**src/rtl/ps2_key_tracker.sv**
```systemverilog
// PS/2 key tracker: pops scan-code bytes from the receiver FIFO, strips the
// E0/F0 prefixes, tracks the single held key, drops typematic repeats and
// counts distinct presses for the seven-segment display.
//
//   state  | meaning
//   -------+-----------------------------------------------------------
//   S_IDLE | waiting for a byte at the FIFO head
//   S_RD   | pop strobe low; byte decoded on the closing edge
//   S_WAIT | pop strobe high; lets the FIFO settle its ready flag
module ps2_key_tracker #(
   parameter bit BCD_CNT = 1'b1
) (
   input  logic       clk_i,
   input  logic       resetn_i,
   input  logic       fifo_ready_i,
   input  logic [7:0] fifo_data_i,
   output logic       fifo_rd_n_o,
   output logic [7:0] key_code_o,
   output logic       key_ext_o,
   output logic       key_down_o,
   output logic [7:0] press_cnt_o,
   output logic       new_key_o,
   output logic       code_err_o
);

   typedef enum logic [1:0] {S_IDLE, S_RD, S_WAIT} state_t;

   state_t     state_q, state_d;
   logic       ext_q, ext_d;
   logic       brk_q, brk_d;
   logic [7:0] key_code_q, key_code_d;
   logic       key_ext_q, key_ext_d;
   logic       key_down_q, key_down_d;
   logic [7:0] press_cnt_q, press_cnt_d;
   logic       new_key_q, new_key_d;
   logic       code_err_q, code_err_d;
   logic [7:0] cnt_inc;
   logic       rd_active;
   logic       is_current;

   // State register.
   always_ff @(posedge clk_i or negedge resetn_i) begin
      if (!resetn_i) state_q <= S_IDLE;
      else           state_q <= state_d;
   end

   // Next-state: one byte per IDLE -> RD -> WAIT round trip.
   always_comb begin
      state_d = state_q;
      case (state_q)
         S_IDLE:  if (fifo_ready_i) state_d = S_RD;
         S_RD:    state_d = S_WAIT;
         S_WAIT:  state_d = S_IDLE;
         default: state_d = S_IDLE;
      endcase
   end

   // FSM outputs: pop strobe is a pure decode of state, so reset lifts it at once.
   always_comb begin
      rd_active   = (state_q == S_RD);
      fifo_rd_n_o = ~rd_active;
   end

   assign is_current = key_down_q && (fifo_data_i == key_code_q) && (ext_q == key_ext_q);

   // Next press count, wrapping 99 -> 00 in BCD or 255 -> 0 in binary.
   always_comb begin
      cnt_inc = press_cnt_q + 8'd1;
      if (BCD_CNT) begin
         if (press_cnt_q[3:0] == 4'd9) begin
            cnt_inc[3:0] = 4'd0;
            cnt_inc[7:4] = (press_cnt_q[7:4] == 4'd9) ? 4'd0 : press_cnt_q[7:4] + 4'd1;
         end else begin
            cnt_inc = {press_cnt_q[7:4], press_cnt_q[3:0] + 4'd1};
         end
      end
   end

   // Byte decode applied on the closing edge of RD.
   always_comb begin
      ext_d       = ext_q;
      brk_d       = brk_q;
      key_code_d  = key_code_q;
      key_ext_d   = key_ext_q;
      key_down_d  = key_down_q;
      press_cnt_d = press_cnt_q;
      new_key_d   = 1'b0;
      code_err_d  = 1'b0;
      if (rd_active) begin
         case (fifo_data_i)
            8'hE0: ext_d = 1'b1;
            8'hF0: brk_d = 1'b1;
            8'h00, 8'hFF: begin
               ext_d      = 1'b0;
               brk_d      = 1'b0;
               code_err_d = 1'b1;
            end
            default: begin
               ext_d = 1'b0;
               brk_d = 1'b0;
               if (brk_q) begin
                  // Releases of keys other than the tracked one are dropped.
                  if (is_current) key_down_d = 1'b0;
               end else if (!is_current) begin
                  key_code_d  = fifo_data_i;
                  key_ext_d   = ext_q;
                  key_down_d  = 1'b1;
                  press_cnt_d = cnt_inc;
                  new_key_d   = 1'b1;
               end
            end
         endcase
      end
   end

   // Datapath registers.
   always_ff @(posedge clk_i or negedge resetn_i) begin
      if (!resetn_i) begin
         ext_q       <= 1'b0;
         brk_q       <= 1'b0;
         key_code_q  <= 8'h00;
         key_ext_q   <= 1'b0;
         key_down_q  <= 1'b0;
         press_cnt_q <= 8'h00;
         new_key_q   <= 1'b0;
         code_err_q  <= 1'b0;
      end else begin
         ext_q       <= ext_d;
         brk_q       <= brk_d;
         key_code_q  <= key_code_d;
         key_ext_q   <= key_ext_d;
         key_down_q  <= key_down_d;
         press_cnt_q <= press_cnt_d;
         new_key_q   <= new_key_d;
         code_err_q  <= code_err_d;
      end
   end

   assign key_code_o  = key_code_q;
   assign key_ext_o   = key_ext_q;
   assign key_down_o  = key_down_q;
   assign press_cnt_o = press_cnt_q;
   assign new_key_o   = new_key_q;
   assign code_err_o  = code_err_q;

endmodule

```
**config.mk**
```make
export PLATFORM = sky130hd
export DESIGN_NAME = ps2_key_tracker
export DESIGN_NICKNAME = d
export VERILOG_FILES = /design/src/rtl/ps2_key_tracker.sv
export SDC_FILE = /design/constraint.sdc
export NUM_CORES = 1
export LEC_CHECK = 0
export BUFFER_PORTS_ARGS = -buffer_cell sky130_fd_sc_hd__buf_2
export CORE_MARGIN = 3
export CORE_UTILIZATION = 32
export CTS_CLUSTER_DIAMETER = 60
export DETAILED_ROUTE_END_ITERATION = 10
export HOLD_SLACK_MARGIN = 0.06
export PLACE_DENSITY = 0.59
export SETUP_SLACK_MARGIN = 0.3
export SLEW_MARGIN = 20
export SYNTH_ARGS = -nofsm -noshare
export SYNTH_HDL_FRONTEND = slang
export SYNTH_SLANG_ARGS = --single-unit
```
**constraint.sdc**
```tcl
create_clock -name clk_i -period 2.1 [get_ports clk_i]
set_input_delay 0.315 -clock clk_i [delete_from_list [all_inputs] [get_ports clk_i]]
set_output_delay 0.315 -clock clk_i [all_outputs]
set_load 0.02 [all_outputs]
```
==> summary.md <==
| Metric | Value |
|---|---|
| DR DRC count | 0 |
| Area post-placement | 1405 um^2 |
| Num Clock Sinks | 24 |
| Max cap viols | 0 |
| Status | completed |
| Clock slew at reported path FFs | 130 ps |
| Seq/Total Area, Yosys | 51.89% |
| CP Class | flip-flop to flip-flop |
| Slew Limit Fails | 0 |
| DRT antenna net count | 0 |
| Num rows | 21 |
| Final net count | 157 |
| Root Buffer | clkbuf_4 |
| Place WS | -26.90 ps |
| GRT overflow | 0 |
| Die W | 66.14 um |
| Ys flop type | dfrtp_1 |
| Synth unique cells | 32 |
| Drt pass-1 iters | 4 |
| Top Ports | 32 |
| Die Y | 66.14 um |
| Critical Path End | press_cnt_o[7]$_DFFE_PN0P_ |
| CP startpoint kind | flip-flop |
| Fraction of registers with async set/reset | 100.0% |
| Tightest Pin Transition | 532.2 ps |
| Dpl cells | 180 |
| Commonest non-fill, non-tap cell in the layout | buf_2 |
| Leak Pwr | 0.7052 nW |
| VDD IR max | 538.5 uV |
| Min-Delay Path Class | primary input to flip-flop |
| Cell count of the worst reg-to-reg path | 7 |
| Total Power | 2.050 mW |
| Routability Congestion | 0.8419 |
| Clk_skew | 5.675 ps |
| Worst EP required | 2320 ps |
| Initial antenna violation count | 0 |
| Yosys reg bits | 24 |
| Finished Layout Cells | 190 |
| First-pass GRT wire length | 4.333 mm |
| Via/cell ratio | 4.805 |
| Cells after Synth | 100 |
| Layout cells sized above 1 | 50.00% |
| DP HPWL | 1.884 mm |
| Fmax | 524.5 MHz |
| Power Density | 1341 nW/um^2 |
| Wirelength per Cell | 13.58 um |
| Final setup viols | 0 |
| DIE AREA | 4375 um^2 |
| Largest net degree at the start of global routing | 25 |
| Flop2flop setup slack | 190 ps |
| H-tree depth | 1 |
| Final Cell Area | 1529 um^2 |
| Core ar. | 3416 um^2 |
| Buffers on Ports | 31 |
| Initial core utilization | 33.88% |
| Hold Violations, Final | 0 |
| Number of buffers created by CTS | 3 |
| Synth Warn # | 0 |
| DR iter-0 viols | 34 |
| Worst setup margin | 193.5 ps |
| Vias in the first global route | 938 |
| Synthesis-to-finish area growth | 32.11% |
| Min Clock Period, post-route | 1906 ps |
| Final setup TNS | 0 ps |
| Commonest non-fill, non-tap cells in the layout | buf_2, dfrtp_1, mux2_2 |
| Fin util | 44.76% |
| Syn avg cell area | 11.57 um^2 |
| Global Route Usage Sum | 12.88% |
| Crit Reg-Reg Endpoint | press_cnt_o[7]$_DFFE_PN0P_ |
| Clk buf depth | 2 |
| Syn nets | 112 |
| CP startpoint | key_code_o[5]$_DFFE_PN0P_ |
| RR Startpoint | key_code_o[5]$_DFFE_PN0P_ |
| Hold_ws | 231.6 ps |
| RSZ-0062 raised after global routing | yes |
| Max FO, Critical Path | 5 |
| CTS tree | done |
| Crit. End Element | flip-flop |
| Post-synthesis cell area | 1157 um^2 |
| Drt total wl | 2.581 mm |
| Arr. time, crit path | 2120 ps |
| Fin crit share | 90.78% |
| Worst skew pair latency | 320 ps |
| Routed vias | 913 |
| Worst relative slew slack | 64.52% |
| Number of diodes | 0 |
| EDFF count, synth | 0 |
-- final cells by class --
class / instances / area [um^2]
tap: 46 / 57.56
timing repair buffer: 42 / 244.0
fill: 338 / 1887
inverter: 4 / 15.01
multi-input combinational: 70 / 568.0
clock buffer: 4 / 36.28
sequential: 24 / 608.1
-- where the power goes --
part           internal [mW]  switching [mW]
Clock                  0.106           0.139
Combinational          0.437           0.505
Sequential             0.655           0.208
Total                   1.20           0.852
-- cells in the mapped netlist, types with 2 or more instances --
cell type	instances	share of area, %
a21oi_1	5	2.2
nand2_1	2	0.65
mux2_2	11	11
nand4_1	2	1.1
dfrtp_1	24	52
xor2_1	9	6.8
inv_1	4	1.3
nor2b_1	3	1.6
nor2_1	8	2.6
nor4_1	3	1.6
nand3_1	4	1.7
xnor2_1	4	3.0
o21ai_0	2	0.86
-- cell families (layout without fill, tap and decap cells) --
kind of cell / Yosys count / count (layout) / synth area share, %
muxes: 11 / 11 / 10.70
AOI/OAI and AO/OA: 15 / 16 / 8.866
buffers and inverters: 7 / 50 / 3.026
xor gates and xnor gates: 13 / 13 / 9.838
DFF: 24 / 24 / 51.89
adders and majority gates: 1 / 1 / 1.081
and+or+nand+nor: 29 / 29 / 14.60
-- registers in the layout, summed over array words and instances (netlist names) --
register / cells
ext_q: 1
key_code_o: 8
press_cnt_o: 8
key_ext_o: 1
key_down_o: 1
new_key_o: 1
code_err_o: 1
brk_q: 1
state_q: 2
-- worst min path at each step --
stage	slack (ps)	end	cells past startpoint	start
4_1_cts	230	state_q[0]$_DFFE_PN0P_	2	fifo_ready_i
2_1_floorplan	20	brk_q$_DFFE_PN0P_	0	resetn_i
6_report	230	state_q[0]$_DFFE_PN0P_	2	fifo_ready_i
3_3_place_gp	330	press_cnt_o[6]$_DFFE_PN0P_	1	resetn_i
5_1_grt	230	state_q[0]$_DFFE_PN0P_	2	fifo_ready_i
3_5_place_dp	330	press_cnt_o[4]$_DFFE_PN0P_	1	resetn_i
-- worst max-delay path, cell delays in order, from the launching register on --
cell	delay, ps
dfrtp_2	430
xor2_1	150
nor4_2	280
nand4_1	130
ha_2	210
o211a_4	160
a41o_1	220
a22o_1	220
-- layer usage --
layer / track usage, % / vias to the layer above / wire, um
met5: 0 / - / 0
li1: - / 443 / -
met2: 21.69 / 20 / 1342
met3: 1.701 / 5 / 86
met4: 5.838 / 0 / 47
met1: 16.26 / 445 / 1105
-- repair_timing --
item	4_1_cts	5_1_grt
setup endpoints to repair	17	19
gates resized for setup	3	5
setup buffers	2	2
hold endpoints to repair	24	0
hold buffers	1	0
pin swaps	2	3
cloned	1	0
No activity file was read; power rests on OpenSTA's default activity.
